$ cat src/rtl/board_scan_reader_pkg.sv
// Shared constants, types and colour selection for the board scan-out path.
package board_scan_reader_pkg;

  localparam int BOARD_SIZE = 256;
  localparam int WORD_W     = 32;
  localparam int CELL_SHIFT = 1;
  localparam int READ_LAT   = 2;
  localparam int H_ACTIVE   = 1024;
  localparam int H_TOTAL    = 1344;
  localparam int V_TOTAL    = 806;

  localparam int WORDS        = BOARD_SIZE / WORD_W;
  localparam int IDX_W        = $clog2(WORDS);
  localparam int LOG_BOARD    = $clog2(BOARD_SIZE);
  localparam int CELL_IDX_W   = $clog2(WORD_W);
  localparam int DRAIN_W      = $clog2(READ_LAT + 1);
  localparam int LOG_MAX_ADDR = 1 + $clog2(BOARD_SIZE * BOARD_SIZE / WORD_W);

  typedef logic [LOG_MAX_ADDR-1:0] board_addr_t;

  localparam logic [1:0] ST_IDLE  = 2'd0;
  localparam logic [1:0] ST_ISSUE = 2'd1;
  localparam logic [1:0] ST_DRAIN = 2'd2;
  localparam logic [1:0] ST_DONE  = 2'd3;

  localparam logic [11:0] COL_BLANK      = 12'h000;
  localparam logic [11:0] COL_BG         = 12'h333;
  localparam logic [11:0] COL_CUR_ALIVE  = 12'hF80;
  localparam logic [11:0] COL_CUR_DEAD   = 12'hF00;
  localparam logic [11:0] COL_ALIVE      = 12'hFFF;
  localparam logic [11:0] COL_DEAD       = 12'h000;

  typedef struct packed {
    logic hsync;
    logic vsync;
    logic blank;
  } sync_t;

  localparam sync_t SYNC_IDLE = '{hsync: 1'b0, vsync: 1'b0, blank: 1'b1};

  function automatic logic [11:0] pick_colour(logic blank, logic inboard,
                                              logic cursor, logic alive);
    if (blank)    return COL_BLANK;
    if (!inboard) return COL_BG;
    if (cursor)   return alive ? COL_CUR_ALIVE : COL_CUR_DEAD;
    return alive ? COL_ALIVE : COL_DEAD;
  endfunction

endpackage

$ cat src/rtl/board_scan_reader_line_fetch_fsm.sv
// Fetches one board row per horizontal blank and streams the returning words
// to the back line buffer in the parent.
module line_fetch_fsm
  import board_scan_reader_pkg::*;
(
  input  logic              clk_in,
  input  logic              rst_in,
  input  logic [10:0]       hcount_in,
  input  logic [9:0]        vcount_in,
  input  logic              bank_sel_in,
  output board_addr_t       addr_r_out,
  input  logic [WORD_W-1:0] data_r_in,
  output logic              wr_en,
  output logic [IDX_W-1:0]  wr_idx,
  output logic [WORD_W-1:0] wr_data,
  output logic              fill_start,
  output logic              fill_skip
);

  logic [1:0]                    state;
  logic [IDX_W-1:0]              word_cnt;
  logic [LOG_BOARD-1:0]          row_r;
  logic                          bank_r;
  logic [DRAIN_W-1:0]            drain_cnt;
  logic [READ_LAT:0]             vld_pipe;
  logic [READ_LAT:0][IDX_W-1:0]  idx_pipe;

  logic [10:0] next_line, row_full;
  logic        trigger, row_ok, frame_start;

  always_comb begin
    next_line   = (vcount_in == 10'(V_TOTAL - 1)) ? 11'd0 : {1'b0, vcount_in} + 11'd1;
    row_full    = next_line >> CELL_SHIFT;
    row_ok      = row_full < 11'(BOARD_SIZE);
    trigger     = hcount_in == 11'(H_ACTIVE);
    frame_start = trigger && (next_line == 11'd0);
  end

  assign fill_start = (state == ST_IDLE) && trigger && row_ok;
  assign fill_skip  = (state == ST_IDLE) && trigger && !row_ok;

  // Stage 0 travels with the address; stage READ_LAT lines up with data_r_in.
  assign wr_en   = vld_pipe[READ_LAT];
  assign wr_idx  = idx_pipe[READ_LAT];
  assign wr_data = data_r_in;

  always_ff @(posedge clk_in) begin
    if (rst_in) begin
      state      <= ST_IDLE;
      word_cnt   <= '0;
      row_r      <= '0;
      bank_r     <= 1'b0;
      drain_cnt  <= '0;
      addr_r_out <= '0;
      vld_pipe   <= '0;
      idx_pipe   <= '0;
    end else begin
      vld_pipe[READ_LAT:1] <= vld_pipe[READ_LAT-1:0];
      idx_pipe[READ_LAT:1] <= idx_pipe[READ_LAT-1:0];
      vld_pipe[0]          <= 1'b0;
      // Bank is frozen for the whole frame, even if a fetch is still running.
      if (frame_start) bank_r <= bank_sel_in;
      case (state)
        ST_IDLE: begin
          if (fill_start) begin
            state    <= ST_ISSUE;
            row_r    <= row_full[LOG_BOARD-1:0];
            word_cnt <= '0;
          end
        end
        ST_ISSUE: begin
          addr_r_out  <= {bank_r, row_r, word_cnt};
          vld_pipe[0] <= 1'b1;
          idx_pipe[0] <= word_cnt;
          word_cnt    <= word_cnt + 1'b1;
          if (word_cnt == IDX_W'(WORDS - 1)) begin
            state     <= ST_DRAIN;
            drain_cnt <= '0;
          end
        end
        ST_DRAIN: begin
          drain_cnt <= drain_cnt + 1'b1;
          if (drain_cnt == DRAIN_W'(READ_LAT - 1)) state <= ST_DONE;
        end
        default: state <= ST_IDLE;
      endcase
    end
  end

endmodule

$ cat src/rtl/board_scan_reader.sv
// Double-buffered line scan-out of the board with cursor overlay; fixed
// two-cycle latency from timing inputs to pixel/sync outputs.
module board_scan_reader
  import board_scan_reader_pkg::*;
(
  input  logic                 clk_in,
  input  logic                 rst_in,
  input  logic [10:0]          hcount_in,
  input  logic [9:0]           vcount_in,
  input  logic                 hsync_in,
  input  logic                 vsync_in,
  input  logic                 blank_in,
  input  logic                 bank_sel_in,
  input  logic [LOG_BOARD-1:0] cursor_x_in,
  input  logic [LOG_BOARD-1:0] cursor_y_in,
  output board_addr_t          addr_r_out,
  input  logic [WORD_W-1:0]    data_r_in,
  output logic [11:0]          pixel_out,
  output logic                 hsync_out,
  output logic                 vsync_out,
  output logic                 blank_out
);

  if (WORDS + READ_LAT > H_TOTAL - H_ACTIVE) begin : g_fetch_too_long
    $error("board row fetch does not fit inside horizontal blank");
  end

  logic                  wr_en, fill_start, fill_skip;
  logic [IDX_W-1:0]      wr_idx;
  logic [WORD_W-1:0]     wr_data;

  line_fetch_fsm u_fetch (
    .clk_in      (clk_in),
    .rst_in      (rst_in),
    .hcount_in   (hcount_in),
    .vcount_in   (vcount_in),
    .bank_sel_in (bank_sel_in),
    .addr_r_out  (addr_r_out),
    .data_r_in   (data_r_in),
    .wr_en       (wr_en),
    .wr_idx      (wr_idx),
    .wr_data     (wr_data),
    .fill_start  (fill_start),
    .fill_skip   (fill_skip)
  );

  logic [1:0][BOARD_SIZE-1:0] line_buf;
  logic [1:0]                 buf_valid;
  logic                       front_sel, back_sel;
  logic [LOG_BOARD-1:0]       wr_base;

  assign back_sel = ~front_sel;
  assign wr_base  = {wr_idx, {CELL_IDX_W{1'b0}}};

  always_ff @(posedge clk_in) begin
    if (rst_in) begin
      line_buf  <= '0;
      buf_valid <= 2'b11;
      front_sel <= 1'b0;
    end else begin
      if (fill_start) buf_valid[back_sel] <= 1'b1;
      if (fill_skip)  buf_valid[back_sel] <= 1'b0;
      if (wr_en)      line_buf[back_sel][wr_base +: WORD_W] <= wr_data;
      if (hcount_in == 11'(H_TOTAL - 1)) front_sel <= back_sel;
    end
  end

  logic [10:0]    x_cell;
  logic [9:0]     y_cell;
  sync_t [1:0]    sync_pipe;
  logic           s1_alive, s1_inboard, s1_cursor;

  assign x_cell = hcount_in >> CELL_SHIFT;
  assign y_cell = vcount_in >> CELL_SHIFT;

  always_ff @(posedge clk_in) begin
    if (rst_in) begin
      sync_pipe  <= {2{SYNC_IDLE}};
      s1_alive   <= 1'b0;
      s1_inboard <= 1'b0;
      s1_cursor  <= 1'b0;
      pixel_out  <= '0;
    end else begin
      sync_pipe[0] <= '{hsync: hsync_in, vsync: vsync_in, blank: blank_in};
      sync_pipe[1] <= sync_pipe[0];
      s1_alive     <= line_buf[front_sel][x_cell[LOG_BOARD-1:0]];
      s1_inboard   <= (x_cell < 11'(BOARD_SIZE)) && buf_valid[front_sel];
      s1_cursor    <= (x_cell == 11'(cursor_x_in)) && (y_cell == 10'(cursor_y_in));
      pixel_out    <= pick_colour(sync_pipe[0].blank, s1_inboard, s1_cursor, s1_alive);
    end
  end

  assign hsync_out = sync_pipe[1].hsync;
  assign vsync_out = sync_pipe[1].vsync;
  assign blank_out = sync_pipe[1].blank;

endmodule
$ cat config.mk
export PLATFORM = sky130hd
export DESIGN_NAME = board_scan_reader
export DESIGN_NICKNAME = d
export VERILOG_FILES = /design/src/rtl/board_scan_reader_pkg.sv /design/src/rtl/board_scan_reader_line_fetch_fsm.sv /design/src/rtl/board_scan_reader.sv
export SDC_FILE = /design/constraint.sdc
export NUM_CORES = 1
export LEC_CHECK = 0
export CAP_MARGIN = 20
export CELL_PAD_IN_SITES_DETAIL_PLACEMENT = 0
export CELL_PAD_IN_SITES_GLOBAL_PLACEMENT = 1
export CORE_UTILIZATION = 42
export CTS_CLUSTER_DIAMETER = 60
export DETAILED_ROUTE_END_ITERATION = 7
export GPL_ROUTABILITY_DRIVEN = 1
export PLACE_DENSITY = 0.73
export SLEW_MARGIN = 5
export SYNTH_ARGS = -nofsm -noshare
export SYNTH_HDL_FRONTEND = slang
export SYNTH_SLANG_ARGS = --single-unit
$ cat constraint.sdc
create_clock -name clk_in -period 2.75 [get_ports clk_in]
set_clock_uncertainty 0.2 [all_clocks]
set_input_delay 0.275 -clock clk_in [delete_from_list [all_inputs] [get_ports clk_in]]
set_output_delay 0.275 -clock clk_in [all_outputs]
set_load 0.01 [all_outputs]
=== Word level (Yosys, flattened, before mapping) ===
Cells that the tools add are included.
Widths: inputs -> output; s select.

* Add/subtract/negate cells: 4
* Magnitude comparators: 6
* Equal/unequal tests: 12
* Shift-type cells: 2
* Muxes and demuxes: 41
* Bitwise logic cells: 4
* Reductions and logical operators: 16

{| class="wikitable"
|+ Operators with widths
! cell !! count
|-
| $mux 256 || 3
|-
| $bwmux 512 || 1
|-
| $demux 256 s1 || 1
|-
| $shift 32x10->256 const A || 1
|-
| $shiftx 32x10->256 || 1
|-
| $mux 12 || 7
|-
| $eq 11x11->1 const B || 2
|-
| $lt 10x9->1 const B || 2
|-
| $mux 1 || 14
|-
| $mux 2 || 7
|-
| $add 10x1->11 const B || 1
|-
| $logic_not 11->1 || 1
|-
| $mux 11 || 1
|-
| $eq 10x10->1 const B || 1
|-
| $eq 10x8->1 || 1
|-
| $neg 8->10 || 1
|-
| $eq 9x8->1 || 1
|-
| $lt 8x9->1 const B || 1
|-
| $bmux 1 s8 || 1
|-
| $mux 8 || 1
|-
| $logic_and 1x1->1 || 7
|-
| $pmux 2 s3 || 1
|-
| $pmux 3 s2 || 1
|-
| $reduce_and 2->1 || 3
|-
| other kinds (20) || 24
|}

* Flip-flop bits (word level): 576
* Input port bits: 75
* Output and inout bits: 27
* Logic and storage cells: 109

=== Depth between registers and ports, before layout ===
* Depth after elaboration: 10
* Mapped depth: 12
* Gate-level depth less buffers: 9

=== By module ===
A second synthesis with hierarchy kept.

* Cell total of the unflattened synthesis: 3,023
* Area, all modules: 25,290.5 um2

{| class="wikitable"
|+ Modules (own cells, without submodules)
! module !! instances !! cells each !! area each (um2) !! sequential area each (um2)
|-
| board_scan_reader || 1 || 2,779 || 23,129.7 || 10,590.2
|-
| line_fetch_fsm || 1 || 244 || 2,160.8 || 740.7
|}

=== Least setup slack after synthesis ===
Ideal clock, no wire load.

* Path kind: register to register
* Start: register u_fetch.idx_pipe (netlist bit u_fetch.wr_idx[0])
* End: register line_buf[225] (netlist bit)
* Library setup time: 0.132 ns
* Data arrival time: 2.353 ns
* Required time: 2.418 ns
* Slack: 0.065 ns
* Stages on the path, launching flop included: 12
* Path buffers: 2
* Clock period less this slack: 2.685 ns
* Cell sequence: dfxtp_1 -> inv_1 -> ha_1 -> ha_1 -> nand2b_1 -> nor3b_1 -> nand2_1 -> or2_2 -> clkbuf_1 -> clkbuf_1 -> nand2_1 -> a21oi_1

* Longest elaborated chain between the ends: 5
* Elaborated cells on any way between the ends: 6
* Classes of those cells: add/sub (1); shift (2); mux (3)

{| class="wikitable"
|+ RTL lines
! what !! line !! RTL
|-
| from (decl) || board_scan_reader_line_fetch_fsm.sv:26 || <nowiki>logic [READ_LAT:0][IDX_W-1:0] idx_pipe;</nowiki>
|-
| from (signal, indexed assignment) || board_scan_reader_line_fetch_fsm.sv:59 || <nowiki>idx_pipe[READ_LAT:1] <= idx_pipe[READ_LAT-1:0];</nowiki>
|-
| $neg 8->10 (*) || board_scan_reader.sv:63 || <nowiki>if (wr_en) line_buf[back_sel][wr_base +: WORD_W] <= wr_data;</nowiki>
|-
| $shift 32x10->256 || board_scan_reader.sv:63 ||
|-
| $mux 256 (implied by the code) || board_scan_reader.sv:63 ||
|-
| $demux 256 s1 || board_scan_reader.sv:63 ||
|-
| $bwmux 512 (*) || board_scan_reader.sv:63 ||
|-
| to (signal, indexed assignment) || board_scan_reader.sv:63 ||
|-
| to (decl) || board_scan_reader.sv:47 || <nowiki>logic [1:0][BOARD_SIZE-1:0] line_buf;</nowiki>
|}

Every way passes the cells marked *; elsewhere a longest branch is shown, timed or not.
A chain may end at the register's enable or synchronous reset.

=== Worst setup path after layout ===
* Start: register front_sel
* End: register s1_alive

* Longest elaborated chain between the ends: 4

{| class="wikitable"
|+ RTL lines
! what !! line !! RTL
|-
| from (decl) || board_scan_reader.sv:49 || <nowiki>logic front_sel, back_sel;</nowiki>
|-
| from (signal assigned) || board_scan_reader.sv:64 || <nowiki>if (hcount_in == 11'(H_TOTAL - 1)) front_sel <= back_sel;</nowiki>
|-
| $mux 256 (implied by the code) (2 in series) || board_scan_reader.sv:86 || <nowiki>s1_alive <= line_buf[front_sel][x_cell[LOG_BOARD-1:0]];</nowiki>
|-
| $bmux 1 s8 || board_scan_reader.sv:86 ||
|-
| $mux 1 (implied by the code) || board_scan_reader.sv:86 ||
|-
| to (signal assigned) || board_scan_reader.sv:86 ||
|-
| to (decl) || board_scan_reader.sv:71 || <nowiki>logic s1_alive, s1_inboard, s1_cursor;</nowiki>
|}

Every way passes these cells. The select of a mux whose other input is x is not followed.

==> results.rst <==
.. list-table::
   :header-rows: 1

   * - Metric
     - Value
   * - Register area share after synthesis
     - 45.9%
   * - Reported leakage power
     - 9.74 nW
   * - Type of the worst setup path
     - flop to flop
   * - 1st-iter DRT viols
     - 1717
   * - Clock Latency Late Sink
     - 630 ps
   * - Count of maximum capacitance violations
     - 0
   * - Data required time at the worst endpoint
     - 3050 ps
   * - Vias in the first global route
     - 19.9k
   * - Area of the multi-input gates
     - 12100 sq um
   * - Fraction of power spent switching nets
     - 23.4%
   * - Placeable core region
     - 57900 sq um
   * - Cell-internal power
     - 13.4 mW
   * - Post-synthesis instance total
     - 2932
   * - Sequential share of power
     - 46.8%
   * - Number of nets in the layout
     - ~3k
   * - Estimated wirelength of the detail-placed design
     - 49.1 mm
   * - Final Core Density
     - 51.0%
   * - Net switching component of the power
     - 4.10 mW
   * - Cell depth of the worst hold path
     - 2
   * - Flop2flop setup slack
     - 20 ps
   * - Number of slew-limit violations in the final report
     - 0
   * - Share of total power in combinational logic
     - 5.6%
   * - Post-synthesis instance area
     - 24700 sq um
   * - Inserted Clock Buffers
     - 61
   * - Effective utilization at floorplan
     - 42.7%
   * - Avg Vias per Cell
     - 5.51
   * - Count of H-tree levels built during CTS
     - 2
   * - Dominant register cell in the synthesized netlist
     - dfxtp_1
   * - Initial antenna violation count
     - 0
   * - Share of flip-flops with an asynchronous set or reset after synthesis
     - 0%
   * - Area taken by flip-flops and latches
     - roughly 11000 sq um
   * - Critical path startpoint category
     - flop
   * - Register bit count reported by yosys
     - about 570
   * - Clock power frac
     - about 48%
   * - Count of final setup violators
     - 0
   * - Number of different library cells in the post-synthesis netlist
     - 66
   * - Worst Reg-to-Reg Cells
     - 9
   * - PD cells
     - 595 nW/um^2
   * - Startpoint of the lowest-slack register-to-register path
     - front_sel$_SDFFE_PP0N_
   * - Endpoint of the worst register-to-register path
     - s1_alive$_SDFF_PP0_
   * - Final TNS setup
     - 0 ps
   * - Number of enable-type register cells in the synthesized netlist
     - 0
   * - Count of vias placed by the detailed router
     - around 21k
   * - Number of rows in the core area
     - 88
   * - Clock transition at the registers of the reported paths
     - 60 ps
   * - Total routed wirelength
     - between 70 and 80 mm
   * - Number of search-and-repair iterations in the first detailed-routing pass
     - 5
   * - IO buf count
     - 101
   * - Peak supply drop
     - 0.000494 V
   * - First-pass GRT wire length
     - between 100 and 150 mm
   * - Net count of the mapped netlist
     - a little over 3k
   * - Synth warnings
     - 0
   * - GPL Wtd Cong
     - 0.867
   * - Mean routed wirelength per cell
     - between 20 and 25 um
   * - Final worst path period share
     - 99.3%
   * - Ports
     - 102
   * - Die outline area
     - 59800 sq um
   * - Clock root cell
     - clkbuf_16
   * - Fill cell instance count of the final layout
     - 5455
   * - Run status
     - completed
   * - Worst hold start
     - blank_in
   * - Type of the worst min-delay path
     - input pin to flop
   * - Antenna Violating Nets Remaining
     - 0
   * - TritonCTS clock tree
     - built
   * - Achievable clock frequency
     - about 370 MHz
   * - Final number of hold-violating endpoints
     - 0
   * - Crit end category
     - flop
   * - Actual slew at the worst max-slew pin
     - 937 ps
   * - Area Overhead vs Synth
     - 19.4%
   * - Largest driver fanout on the critical path
     - 15
   * - Die Ht
     - 245 um
   * - Start point of the critical path
     - front_sel$_SDFFE_PP0N_
   * - Worst max-slew margin expressed relative to the limit
     - 37.5%
   * - Pin count of the biggest net entering global routing
     - 186
   * - Maximum clock path buffer count
     - 3
   * - Destination of the worst hold path
     - sync_pipe[0]$_SDFF_PP1_
   * - Avg Cell Area, Syn
     - 8.43 sq um
   * - Count of unresolved DRC violations after routing
     - 0
   * - TritonCTS sink count
     - 566
   * - Ratio of cells with drive above 1 in the final layout
     - 15.3%
   * - Remaining global-route overflow
     - 0
   * - Time the final worst path needs with I/O delays and setup
     - 2730 ps
   * - Diodes inserted
     - 0
   * - RSZ-0062 raised after global routing
     - yes
   * - X dimension of the die
     - 245 um
   * - Worst EP arrival
     - ~3000 ps
   * - Total track usage
     - approximately 25%
==> metal layers <==
metal  global-route usage, %  vias up  wire length (um)
met1                    35.1    10200             34100
met4                    7.57        0              2190
met2                    40.6      705             35100
met5                       0        -                 0
met3                    3.94      124              5220
li1                        -     9991                 -
==> per-stage QoR <==
step                      hold slack (ps)  std cells  setup slack [ps]  total power [mW]  cell area (sq um)
final                                41.9       3817              18.1              17.6              29500
after global routing                 26.2       3817             -23.6              18.1              29500
after CTS                           0.889       3809             0.301              17.7              29400
after detailed placement              226       3692              -258              9.36              27300
after global placement                219       3692              -301              9.35              27300
after floorplan                       152       2932              65.1              8.87              24700
==> cell usage in the layout (no fill, tap or decap), types with 6 or more instances in the layout <==
cell / instances
xor2_1: 16
a21oi_1: 530
clkinv_2: 17
nand4_1: 12
xnor2_1: 9
buf_4: 165
clkbuf_16: 62
dfxtp_1: 563
ha_1: 11
nor2b_1: 16
clkdlybuf4s50_1: 97
bufinv_16: 6
o21ai_0: 7
mux2i_1: 57
nand2b_1: 8
buf_12: 31
clkbuf_1: 9
nand3_1: 24
nor4_1: 10
clkbuf_8: 10
or3_1: 8
inv_1: 16
a32oi_1: 6
mux4_1: 9
nor2_1: 55
mux4_2: 125
nor2_2: 9
nand2_1: 1061
==> registers in the layout, summed over array words and instances (netlist names), 2 cells and up, named ones only <==
name	cells
line_buf	512
u_fetch.addr_r_out	12
u_fetch.row_r	8
pixel_out	5
sync_pipe	3
u_fetch.idx_pipe	3
u_fetch.vld_pipe	3
u_fetch.word_cnt	3
u_fetch.wr_idx	3
u_fetch.drain_cnt	2
u_fetch.state	2
==> cell type report <==
type	count	share of cell area [%]
flip-flops and latches	566	38.4
repair buffers	303	10.1
multi-input cells	2053	41.1
clock buffers	79	5.71
clock inverters	34	1.23
well taps	765	3.24
inverters	17	0.216
==> cell usage after synthesis (all sizes together), types with 12 or more instances <==
master	n	area [sq um]
a21oi	530	2650
buf	67	433
clkbuf	229	860
dfxtp	566	11300
inv	17	63.8
mux2i	57	571
mux4	135	3080
nand2	1061	3980
nand3	24	120
nand4	12	75.1
nor2	64	240
nor2b	16	100
xor2	16	140
==> power by group through the flow <==
stage | Sequential, mW | Combinational (mW) | Clock [mW]
final | 8.21 | 0.978 | 8.36
after global routing | 8.21 | 1.03 | 8.86
after CTS | 8.21 | 0.971 | 8.54
after detailed placement | 8.39 | 0.963 | 0
after global placement | 8.39 | 0.958 | 0
after floorplan | 8.39 | 0.478 | 0
==> timing repair <==
item                                    4_1_cts  5_1_grt
cloned                                        1        1
pin swaps                                     1        3
setup buffers                                 0        7
endpoints found under the setup margin       33      144
resized for setup                             3        9
hold buffers                                  3        0
endpoints found under the hold margin        57        0
==> worst max-delay path, cell delays in order (launching register included) <==
cell and delay (ps):
dfxtp_4 390, buf_4 170, clkbuf_16 160, buf_4 260, mux4_2 360, mux4_2 520
a21o_1 200, a31oi_1 120, buf_4 140, o41ai_1 80
==> logic make-up (layout without fill, tap and decap cells) <==
kind of cell,after synthesis,in the layout,synth area share (%)
buffers and inverters,313,433,5.49
and+or+nand+nor,1243,1243,20.1
AOI/OAI and AO/OA,580,580,12.3
muxes,194,194,14.8
DFF,566,566,45.9
adders and majority gates,11,11,0.557
xor gates and xnor gates,25,25,0.886
==> worst max-delay path by stage <==
stage                                 end  slack (ps)  cells past startpoint
2_1_floorplan  line_buf[225]$_SDFFE_PP0P_          70                     11
4_1_cts               s1_alive$_SDFF_PP0_         0.3                      9
3_5_place_dp          s1_alive$_SDFF_PP0_        -260                      9
3_3_place_gp          s1_alive$_SDFF_PP0_        -300                      9
6_report              s1_alive$_SDFF_PP0_          20                      9
5_1_grt               s1_alive$_SDFF_PP0_         -20                      9
Note: power is estimated with default switching activity, not from simulation.
